`src/rtl/sparc_core_rtap_ctl_pkg.sv`:
```
// Shared types and constants for the per-core rtap debug request sequencer.
package sparc_core_rtap_ctl_pkg;

    // Sequencer states; encodings kept identical to the legacy localparams.
    typedef enum logic [1:0] {
        IDLE  = 2'd0,
        ISSUE = 2'd1,
        WAIT  = 2'd2,
        RESP  = 2'd3
    } state_t;

    // Source of the data presented on the response bus during RESP.
    typedef enum logic [1:0] {
        RSP_CLIENT = 2'd0,
        RSP_ZERO   = 2'd1,
        RSP_ONES   = 2'd2
    } rsp_kind_t;

    // Fill bit for the timeout response payload (all-ones data).
    localparam logic RTAP_TO_FILL = 1'b1;

    // Core-side debug client ID assignments on the rtap bus.
    typedef enum logic [3:0] {
        JTAG_CORE_ID_IFU_SSCAN = 4'd1,
        JTAG_CORE_ID_TLU_DBG   = 4'd2,
        JTAG_CORE_ID_LSU_DBG   = 4'd3,
        JTAG_CORE_ID_SPARE     = 4'd4
    } core_id_e;

endpackage

```
`src/rtl/sparc_core_rtap_ctl_if.sv`:
```
// rtap request/response bus plus the per-client request/response bus.
// master: the environment (rtap block and debug clients); slave: the sequencer.
interface sparc_core_rtap_ctl_if #(
    parameter int unsigned DATA_W      = 128,
    parameter int unsigned ID_W        = 4,
    parameter int unsigned NUM_CLIENTS = 4
);
    logic                          rtap_core_val;
    logic [1:0]                    rtap_core_threadid;
    logic [ID_W-1:0]               rtap_core_id;
    logic [DATA_W-1:0]             rtap_core_data;
    logic [NUM_CLIENTS-1:0]        client_req_val;
    logic [1:0]                    client_req_threadid;
    logic [DATA_W-1:0]             client_req_data;
    logic [NUM_CLIENTS-1:0]        client_rsp_val;
    logic [NUM_CLIENTS*DATA_W-1:0] client_rsp_data;
    logic                          core_rtap_val;
    logic [DATA_W-1:0]             core_rtap_data;
    logic                          core_rtap_err;

    modport master (
        output rtap_core_val, rtap_core_threadid, rtap_core_id, rtap_core_data,
        output client_rsp_val, client_rsp_data,
        input  client_req_val, client_req_threadid, client_req_data,
        input  core_rtap_val, core_rtap_data, core_rtap_err
    );

    modport slave (
        input  rtap_core_val, rtap_core_threadid, rtap_core_id, rtap_core_data,
        input  client_rsp_val, client_rsp_data,
        output client_req_val, client_req_threadid, client_req_data,
        output core_rtap_val, core_rtap_data, core_rtap_err
    );
endinterface

```
`src/rtl/sparc_core_rtap_ctl_rspmux.sv`:
```
// Registered NUM_CLIENTS:1 select of the flattened client response data.
module sparc_core_rtap_rspmux #(
    parameter int unsigned DATA_W      = 128,
    parameter int unsigned NUM_CLIENTS = 4,
    parameter int unsigned IDX_W       = 2
) (
    input  logic                          rclk,
    input  logic                          arst_l,
    input  logic                          load,
    input  logic [IDX_W-1:0]              idx,
    input  logic [NUM_CLIENTS*DATA_W-1:0] rsp_data,
    output logic [DATA_W-1:0]             data
);

    // Capture the selected client's slice when the sequencer accepts its response.
    always_ff @(posedge rclk or negedge arst_l) begin
        if (!arst_l) begin
            data <= '0;
        end else if (load) begin
            data <= rsp_data[idx*DATA_W +: DATA_W];
        end
    end

endmodule

```
`src/rtl/sparc_core_rtap_ctl.sv`:
```
// Per-core JTAG debug request sequencer: decodes the rtap core ID, strobes one
// client, waits for its response and returns it on the shared response bus.
// Optional response timeout enabled by defining SPARC_RTAP_CTL_TIMEOUT_EN.
module sparc_core_rtap_ctl
    import sparc_core_rtap_ctl_pkg::*;
#(
    parameter int unsigned DATA_W      = 128,
    parameter int unsigned ID_W        = 4,
    parameter int unsigned NUM_CLIENTS = 4,
    parameter int unsigned BASE_ID     = JTAG_CORE_ID_IFU_SSCAN,
    parameter int unsigned TO_CYC      = 63
) (
    input  logic                  rclk,
    input  logic                  arst_l,
    sparc_core_rtap_ctl_if.slave  bus,
    output logic                  ctl_busy,
    output logic                  ctl_drop
);

    localparam int unsigned IDX_W = (NUM_CLIENTS > 1) ? $clog2(NUM_CLIENTS) : 1;

    state_t              state_q, state_d;
    rsp_kind_t           kind_q;
    logic [IDX_W-1:0]    idx_q;
    logic [1:0]          thread_q;
    logic [DATA_W-1:0]   payload_q;
    logic                got_q;
    logic                drop_q;
    logic [DATA_W-1:0]   mux_data;

    logic [ID_W-1:0]     id;
    logic [31:0]         id_ext;
    logic                in_range;
    logic                rsp_hit;
    logic                timeout_hit;
    logic                accept;
    logic                reject;
    logic                capture;
    logic                timeout;

    assign id       = bus.rtap_core_id;
    assign id_ext   = 32'(id);
    assign in_range = (id_ext >= BASE_ID) && (id_ext < BASE_ID + NUM_CLIENTS);
    assign rsp_hit  = bus.client_rsp_val[idx_q];

`ifdef SPARC_RTAP_CTL_TIMEOUT_EN
    logic [7:0] cnt_q;

    // Compare against the count including the current WAIT cycle, so the
    // timeout fires in the TO_CYC-th WAIT cycle.
    assign timeout_hit = ((32'(cnt_q) + 32'd1) == TO_CYC);

    // WAIT-cycle counter, zeroed on ISSUE.
    always_ff @(posedge rclk or negedge arst_l) begin
        if (!arst_l) begin
            cnt_q <= '0;
        end else if (state_q == ISSUE) begin
            cnt_q <= '0;
        end else if (state_q == WAIT) begin
            cnt_q <= cnt_q + 8'd1;
        end
    end
`else
    assign timeout_hit = 1'b0;
`endif

    // State register.
    always_ff @(posedge rclk or negedge arst_l) begin
        if (!arst_l) begin
            state_q <= IDLE;
        end else begin
            state_q <= state_d;
        end
    end

    // Next-state decode and datapath control strobes.
    // A response seen during ISSUE is captured immediately and remembered in
    // got_q so WAIT can proceed to RESP without needing a second strobe.
    always_comb begin
        state_d = state_q;
        accept  = 1'b0;
        reject  = 1'b0;
        capture = 1'b0;
        timeout = 1'b0;
        unique case (state_q)
            IDLE: begin
                if (bus.rtap_core_val) begin
                    if (in_range) begin
                        accept  = 1'b1;
                        state_d = ISSUE;
                    end else begin
                        reject  = 1'b1;
                        state_d = RESP;
                    end
                end
            end
            ISSUE: begin
                capture = rsp_hit;
                state_d = WAIT;
            end
            WAIT: begin
                if (got_q || rsp_hit) begin
                    capture = rsp_hit && !got_q;
                    state_d = RESP;
                end else if (timeout_hit) begin
                    timeout = 1'b1;
                    state_d = RESP;
                end
            end
            RESP: begin
                state_d = IDLE;
            end
            default: state_d = IDLE;
        endcase
    end

    // Request latches, response-source tracking and ISSUE-cycle response flag.
    always_ff @(posedge rclk or negedge arst_l) begin
        if (!arst_l) begin
            idx_q     <= '0;
            thread_q  <= '0;
            payload_q <= '0;
            kind_q    <= RSP_CLIENT;
            got_q     <= 1'b0;
        end else begin
            if (accept) begin
                idx_q     <= IDX_W'(id_ext - BASE_ID);
                thread_q  <= bus.rtap_core_threadid;
                payload_q <= bus.rtap_core_data;
                kind_q    <= RSP_CLIENT;
            end
            if (reject) begin
                kind_q <= RSP_ZERO;
            end
            if (timeout) begin
                kind_q <= RSP_ONES;
            end
            if (state_q == ISSUE) begin
                got_q <= rsp_hit;
            end
        end
    end

    // Sticky record of requests arriving while a transaction is in flight.
    always_ff @(posedge rclk or negedge arst_l) begin
        if (!arst_l) begin
            drop_q <= 1'b0;
        end else if (bus.rtap_core_val && (state_q != IDLE)) begin
            drop_q <= 1'b1;
        end
    end

    sparc_core_rtap_rspmux #(
        .DATA_W      (DATA_W),
        .NUM_CLIENTS (NUM_CLIENTS),
        .IDX_W       (IDX_W)
    ) u_rspmux (
        .rclk     (rclk),
        .arst_l   (arst_l),
        .load     (capture),
        .idx      (idx_q),
        .rsp_data (bus.client_rsp_data),
        .data     (mux_data)
    );

    // Output decode from registered state.
    always_comb begin
        bus.client_req_val      = '0;
        bus.client_req_threadid = thread_q;
        bus.client_req_data     = payload_q;
        bus.core_rtap_val       = 1'b0;
        bus.core_rtap_err       = 1'b0;
        bus.core_rtap_data      = '0;
        ctl_busy                = (state_q != IDLE);
        ctl_drop                = drop_q;
        if (state_q == ISSUE) begin
            bus.client_req_val[idx_q] = 1'b1;
        end
        if (state_q == RESP) begin
            bus.core_rtap_val = 1'b1;
            bus.core_rtap_err = (kind_q != RSP_CLIENT);
            unique case (kind_q)
                RSP_CLIENT: bus.core_rtap_data = mux_data;
                RSP_ONES:   bus.core_rtap_data = {DATA_W{RTAP_TO_FILL}};
                default:    bus.core_rtap_data = '0;
            endcase
        end
    end

endmodule

```
`src/flat_wrapper.sv`:
```
// flat-port wrapper written by rule: the top's interface ports become plain ports
module sparc_core_rtap_ctl_flat import sparc_core_rtap_ctl_pkg::*;
#(
    parameter int unsigned DATA_W      = 128,
    parameter int unsigned ID_W        = 4,
    parameter int unsigned NUM_CLIENTS = 4,
    parameter int unsigned BASE_ID     = JTAG_CORE_ID_IFU_SSCAN,
    parameter int unsigned TO_CYC      = 63
)
  (rclk, arst_l, ctl_busy, ctl_drop, bus_rtap_core_val, bus_rtap_core_threadid, bus_rtap_core_id, bus_rtap_core_data, bus_client_rsp_val, bus_client_rsp_data, bus_client_req_val, bus_client_req_threadid, bus_client_req_data, bus_core_rtap_val, bus_core_rtap_data, bus_core_rtap_err);
  sparc_core_rtap_ctl_if #(.DATA_W(DATA_W), .ID_W(ID_W), .NUM_CLIENTS(NUM_CLIENTS)) bus_i ();
  input  logic rclk;
  input  logic arst_l;
  output logic ctl_busy;
  output logic ctl_drop;
  input wire logic [$bits(bus_i.rtap_core_val)-1:0] bus_rtap_core_val;
  input wire logic [$bits(bus_i.rtap_core_threadid)-1:0] bus_rtap_core_threadid;
  input wire logic [$bits(bus_i.rtap_core_id)-1:0] bus_rtap_core_id;
  input wire logic [$bits(bus_i.rtap_core_data)-1:0] bus_rtap_core_data;
  input wire logic [$bits(bus_i.client_rsp_val)-1:0] bus_client_rsp_val;
  input wire logic [$bits(bus_i.client_rsp_data)-1:0] bus_client_rsp_data;
  output wire logic [$bits(bus_i.client_req_val)-1:0] bus_client_req_val;
  output wire logic [$bits(bus_i.client_req_threadid)-1:0] bus_client_req_threadid;
  output wire logic [$bits(bus_i.client_req_data)-1:0] bus_client_req_data;
  output wire logic [$bits(bus_i.core_rtap_val)-1:0] bus_core_rtap_val;
  output wire logic [$bits(bus_i.core_rtap_data)-1:0] bus_core_rtap_data;
  output wire logic [$bits(bus_i.core_rtap_err)-1:0] bus_core_rtap_err;
  assign bus_i.rtap_core_val = bus_rtap_core_val;
  assign bus_i.rtap_core_threadid = bus_rtap_core_threadid;
  assign bus_i.rtap_core_id = bus_rtap_core_id;
  assign bus_i.rtap_core_data = bus_rtap_core_data;
  assign bus_i.client_rsp_val = bus_client_rsp_val;
  assign bus_i.client_rsp_data = bus_client_rsp_data;
  assign bus_client_req_val = bus_i.client_req_val;
  assign bus_client_req_threadid = bus_i.client_req_threadid;
  assign bus_client_req_data = bus_i.client_req_data;
  assign bus_core_rtap_val = bus_i.core_rtap_val;
  assign bus_core_rtap_data = bus_i.core_rtap_data;
  assign bus_core_rtap_err = bus_i.core_rtap_err;
  sparc_core_rtap_ctl #(.DATA_W(DATA_W), .ID_W(ID_W), .NUM_CLIENTS(NUM_CLIENTS), .BASE_ID(BASE_ID), .TO_CYC(TO_CYC)) u_core (.rclk(rclk), .arst_l(arst_l), .bus(bus_i), .ctl_busy(ctl_busy), .ctl_drop(ctl_drop));
endmodule
```
`config.mk`:
```
export PLATFORM = sky130hd
export DESIGN_NAME = sparc_core_rtap_ctl_flat
export DESIGN_NICKNAME = d
export VERILOG_FILES = /design/src/rtl/sparc_core_rtap_ctl_pkg.sv /design/src/rtl/sparc_core_rtap_ctl_if.sv /design/src/rtl/sparc_core_rtap_ctl_rspmux.sv /design/src/rtl/sparc_core_rtap_ctl.sv /design/src/flat_wrapper.sv
export SDC_FILE = /design/constraint.sdc
export NUM_CORES = 1
export LEC_CHECK = 0
export BUFFER_PORTS_ARGS = -buffer_cell sky130_fd_sc_hd__buf_2
export CORE_AREA = 2 2 354 356
export DETAILED_ROUTE_END_ITERATION = 8
export DIE_AREA = 0 0 356 358
export PLACE_DENSITY_LB_ADDON = 0.3
export SKIP_CTS_REPAIR_TIMING = 1
export SYNTH_ARGS = -nofsm -noshare
export SYNTH_HDL_FRONTEND = slang
export SYNTH_SLANG_ARGS = --single-unit
export TNS_END_PERCENT = 100
```
`constraint.sdc`:
```
create_clock -name rclk -period 2.24 [get_ports rclk]
set_clock_uncertainty 0.15 [all_clocks]
set_input_delay 0.112 -clock rclk [delete_from_list [all_inputs] [get_ports rclk]]
set_output_delay 0.112 -clock rclk [all_outputs]
set_load 0.03 [all_outputs]
```
==> metrics.log <==
INFO  metric synth.top_cell.area_share = 0.474
INFO  metric start_util = 0.113
INFO  metric power.density = 1070 nW/um2
INFO  metric crit_path_cell_trace = ha_2 > nor2b_4 > buf_12 > buf_16 > buf_12 > and2_1 > buf_4
INFO  metric cts.sinks = 265
INFO  metric drt-pass1-iter-count = 7
INFO  metric setup_viol_count_final = 156
INFO  metric share_of_cells_above_drive_strength_1 = 0.601
INFO  metric via_count_of_the_first_global_routing_pass = 12570
INFO  metric yosys.cell_count.top_type = sky130_fd_sc_hd__dfrtp_1
INFO  metric place.detailed.instances = 3452
INFO  metric clock_insertion_delay_worst_skew = about 0.56 ns
INFO  metric seq_total_area_yosys = 0.474
INFO  metric clockBufferDepth = 3
INFO  metric critPathBufInv = 4
INFO  metric fin_worst_hold_slack = -0.0116 ns
INFO  metric synth_commonest_cells = sky130_fd_sc_hd__dfrtp_1, sky130_fd_sc_hd__mux2_2, sky130_fd_sc_hd__and2_1, sky130_fd_sc_hd__mux4_2, sky130_fd_sc_hd__clkbuf_1
INFO  metric worstPathMaxFanout = 12
INFO  metric layout_worst_path_cycle_share = 1.07
INFO  metric cts-buffers-inserted = 35
INFO  metric status = finished with violations
INFO  metric fin_cells = around 4200
INFO  metric power.switching_fraction = 0.386
INFO  metric tritoncts = built
INFO  metric placedInstanceArea = 21100 um2
INFO  metric worstSetupStartpointType = register
INFO  metric worst-endpoint-arrival = between 2 and 2.5 ns
INFO  metric vias = ~15000
INFO  metric pwr-share-seq = 0.261
INFO  metric count_of_yosys_warnings_during_synthesis = 0
INFO  metric via_per_inst = 3.57
INFO  metric overflow_left_after_global_routing = 0
INFO  metric worst_ir_drop_vdd = 0.623 mV
INFO  metric clk_pin_slew_worst_paths = approximately 0.050 ns
INFO  metric ios = 919
INFO  metric criticalPathCategory = register to output port
INFO  metric post_drt_wl_per_cell = between 15 and 20 um
INFO  metric cpPeakStageDelay = 0.40 ns
INFO  metric post-synth-top-area-cell = sky130_fd_sc_hd__dfrtp_1
INFO  metric syn_avg_cell_area = 15.7 um2
INFO  metric synth_fp_nets = 1552
INFO  metric place_hpwl = 58100 um
INFO  metric dieArea = 127000 um2
INFO  metric endpoints_failing_hold = 1
INFO  metric placement_rows = around 130
INFO  metric timing.critical_path.mode_cell = sky130_fd_sc_hd__buf_12
INFO  metric crit_path_top_delay_cell = sky130_fd_sc_hd__dfrtp_1
INFO  metric timing.max_cap.violations = 0
INFO  metric design_area = 30600 um2
INFO  metric pre_cts_slack = 0.00110 ns
INFO  metric part_of_the_power_in_combinational_logic = 0.568
INFO  metric power.internal = ~20 mW
INFO  metric synth_seq_cells = 265
INFO  metric filler_cell_count = 12966
INFO  metric routed_wirelength = ~83000 um
INFO  metric routability_driven_placement_congestion_ratio = 0.819
INFO  metric buffer_ports.inserted = approximately 920
INFO  metric postSynth.asyncResetShare = 1.00
INFO  metric worst_case_register_to_register_setup_slack = -0.06 ns
INFO  metric setup_repair_after_global_routing_missed_its_margin = yes
INFO  metric postLayoutCoreUtil = 0.248
INFO  metric violations = hold timing, setup timing
INFO  metric synth.lib_cells_used.distinct = 25
INFO  metric worst_slack = -0.150 ns
INFO  metric clock-root-buffer = sky130_fd_sc_hd__clkbuf_16
INFO  metric min_period = 2.39 ns
INFO  metric area.growth.synth_to_final = 119%
INFO  metric synth_enable_flop_cells = 0
INFO  metric pwr-share-clk = 0.171
INFO  metric ys.flop_type = sky130_fd_sc_hd__dfrtp_1
INFO  metric detailedRoute.firstIterationViolations = about 900
INFO  metric antenna_found_initial = 12
INFO  metric grt_start_max_net_pins = slightly above 80
INFO  metric timing.critical_path.max_delay_family = buffers and inverters
INFO  metric worstMarginPinSlew = 0.590 ns
INFO  metric final_max_slew_viol_count = 0
INFO  metric die_y = 358 um
INFO  metric hold_class = primary input to register
INFO  metric final_net_count = 3185
INFO  metric global_route.usage.total = 0.100
INFO  metric syn-cell-area = between 10000 and 15000 um2
INFO  metric finalPower = 32.8 mW
INFO  metric switching_power = approximately 13 mW
INFO  metric max-slew-margin-rel = 0.607
INFO  metric ant_nets = 0
INFO  metric finalSetupTns = -11.51 ns
INFO  metric critPathRequiredTime = 1.98 ns
INFO  metric drcViolationCount = 0
INFO  metric syn-instance-count = 892
INFO  metric yosys-top-cells-area = sky130_fd_sc_hd__dfrtp_1, sky130_fd_sc_hd__mux2_2, sky130_fd_sc_hd__mux4_2, sky130_fd_sc_hd__and2_1, sky130_fd_sc_hd__buf_6
INFO  metric grt_first_pass_wirelength = 91000 um
INFO  metric core_area = 123000 um2
INFO  metric leakagePower = 14.1 nW
INFO  metric chipWidth = 356 um
INFO  metric fmax = 418 MHz
INFO  metric h-tree-depth = 2
INFO  metric crit_path_end_kind = output port
[power by group through the flow]
stage / registers (mW) / logic [mW] / clock network [mW]
CTS: 8.48 / 15.3 / 5.86
finish: 8.57 / 18.6 / 5.61
floorplan: 10.5 / 7.95 / 0
detailed placement: 8.56 / 15.3 / 0
global placement: 8.53 / 15.2 / 0
global route: 8.87 / 19.7 / 6.03
[placed cells by master, fill, tap and decap left out, types with 20 or more instances in the layout]
cell / n
sky130_fd_sc_hd__and2_1: 70
sky130_fd_sc_hd__and2_4: 56
sky130_fd_sc_hd__buf_12: 28
sky130_fd_sc_hd__buf_2: 788
sky130_fd_sc_hd__buf_4: 66
sky130_fd_sc_hd__buf_6: 74
sky130_fd_sc_hd__buf_8: 31
sky130_fd_sc_hd__clkbuf_16: 45
sky130_fd_sc_hd__clkbuf_4: 20
sky130_fd_sc_hd__dfrtp_1: 263
sky130_fd_sc_hd__dlygate4sd3_1: 645
sky130_fd_sc_hd__mux2_2: 168
sky130_fd_sc_hd__mux2_4: 92
sky130_fd_sc_hd__mux4_2: 129
[path summary, 6_finish.rpt]
check,start,end,cells past startpoint
max,u_core.state_q[0]$_DFFE_PN0P_,bus_core_rtap_data[97],7
min,bus_client_rsp_data[454],u_core.u_rspmux.data[70]$_DFFE_PN0P_,3
max reg2reg,u_core.state_q[1]$_DFFE_PN0P_,u_core.bus.client_req_data[114]$_DFFE_PN0P_,8
min reg2reg,u_core.ctl_drop$_DFFE_PN0P_,u_core.ctl_drop$_DFFE_PN0P_,1
max in group asynchronous,arst_l,u_core.bus.client_req_data[96]$_DFFE_PN0P_,3
min in group asynchronous,arst_l,u_core.bus.client_req_data[104]$_DFFE_PN0P_,3
[final cells by class]
| type | instances | area [um2] | area share |
|---|---|---|---|
| diodes | 8 | 20.0 | 0.000654 |
| clock buffers | 53 | 1040 | 0.0341 |
| clock inverters | 6 | 81.3 | 0.00266 |
| inverters | 8 | 30.0 | 0.000982 |
| multi-input cells | 547 | 7410 | 0.242 |
| flip-flops and latches | 265 | 6640 | 0.217 |
| well taps | 1637 | 2050 | 0.0670 |
| repair buffers | 1668 | 13300 | 0.435 |
[state kept, by name, summed over array words and instances (netlist names)]
| name | flops |
|---|---|
| u_core.bus.client_req_data | 128 |
| u_core.bus.client_req_threadid | 2 |
| u_core.ctl_drop | 1 |
| u_core.got_q | 1 |
| u_core.idx_q | 2 |
| u_core.kind_q | 1 |
| u_core.state_q | 2 |
| u_core.u_rspmux.data | 128 |
[cells by family after synthesis]
kind of cell | share of synthesized area
AOI/OAI and AO/OA | 0.00412
and+or+nand+nor | 0.0641
buffers and inverters | 0.0322
adders and majority gates | 0.00627
muxes | 0.419
DFF | 0.474
[per-layer routing]
layer / global-route usage / vias to the layer above / part of all wire
met5: 0 / - / 0.0014
met1: 0.114 / 7432 / 0.39
li1: - / 6627 / -
met4: 0.0317 / 8 / 0.028
met2: 0.174 / 743 / 0.50
met3: 0.0365 / 143 / 0.085
[tightest hold or removal path, delay by kind of cell]
kind | cells | cell delay [ns]
buffers and inverters | 1 | 0.15
muxes | 2 | 0.40
Note: power is estimated with default switching activity, not from simulation.
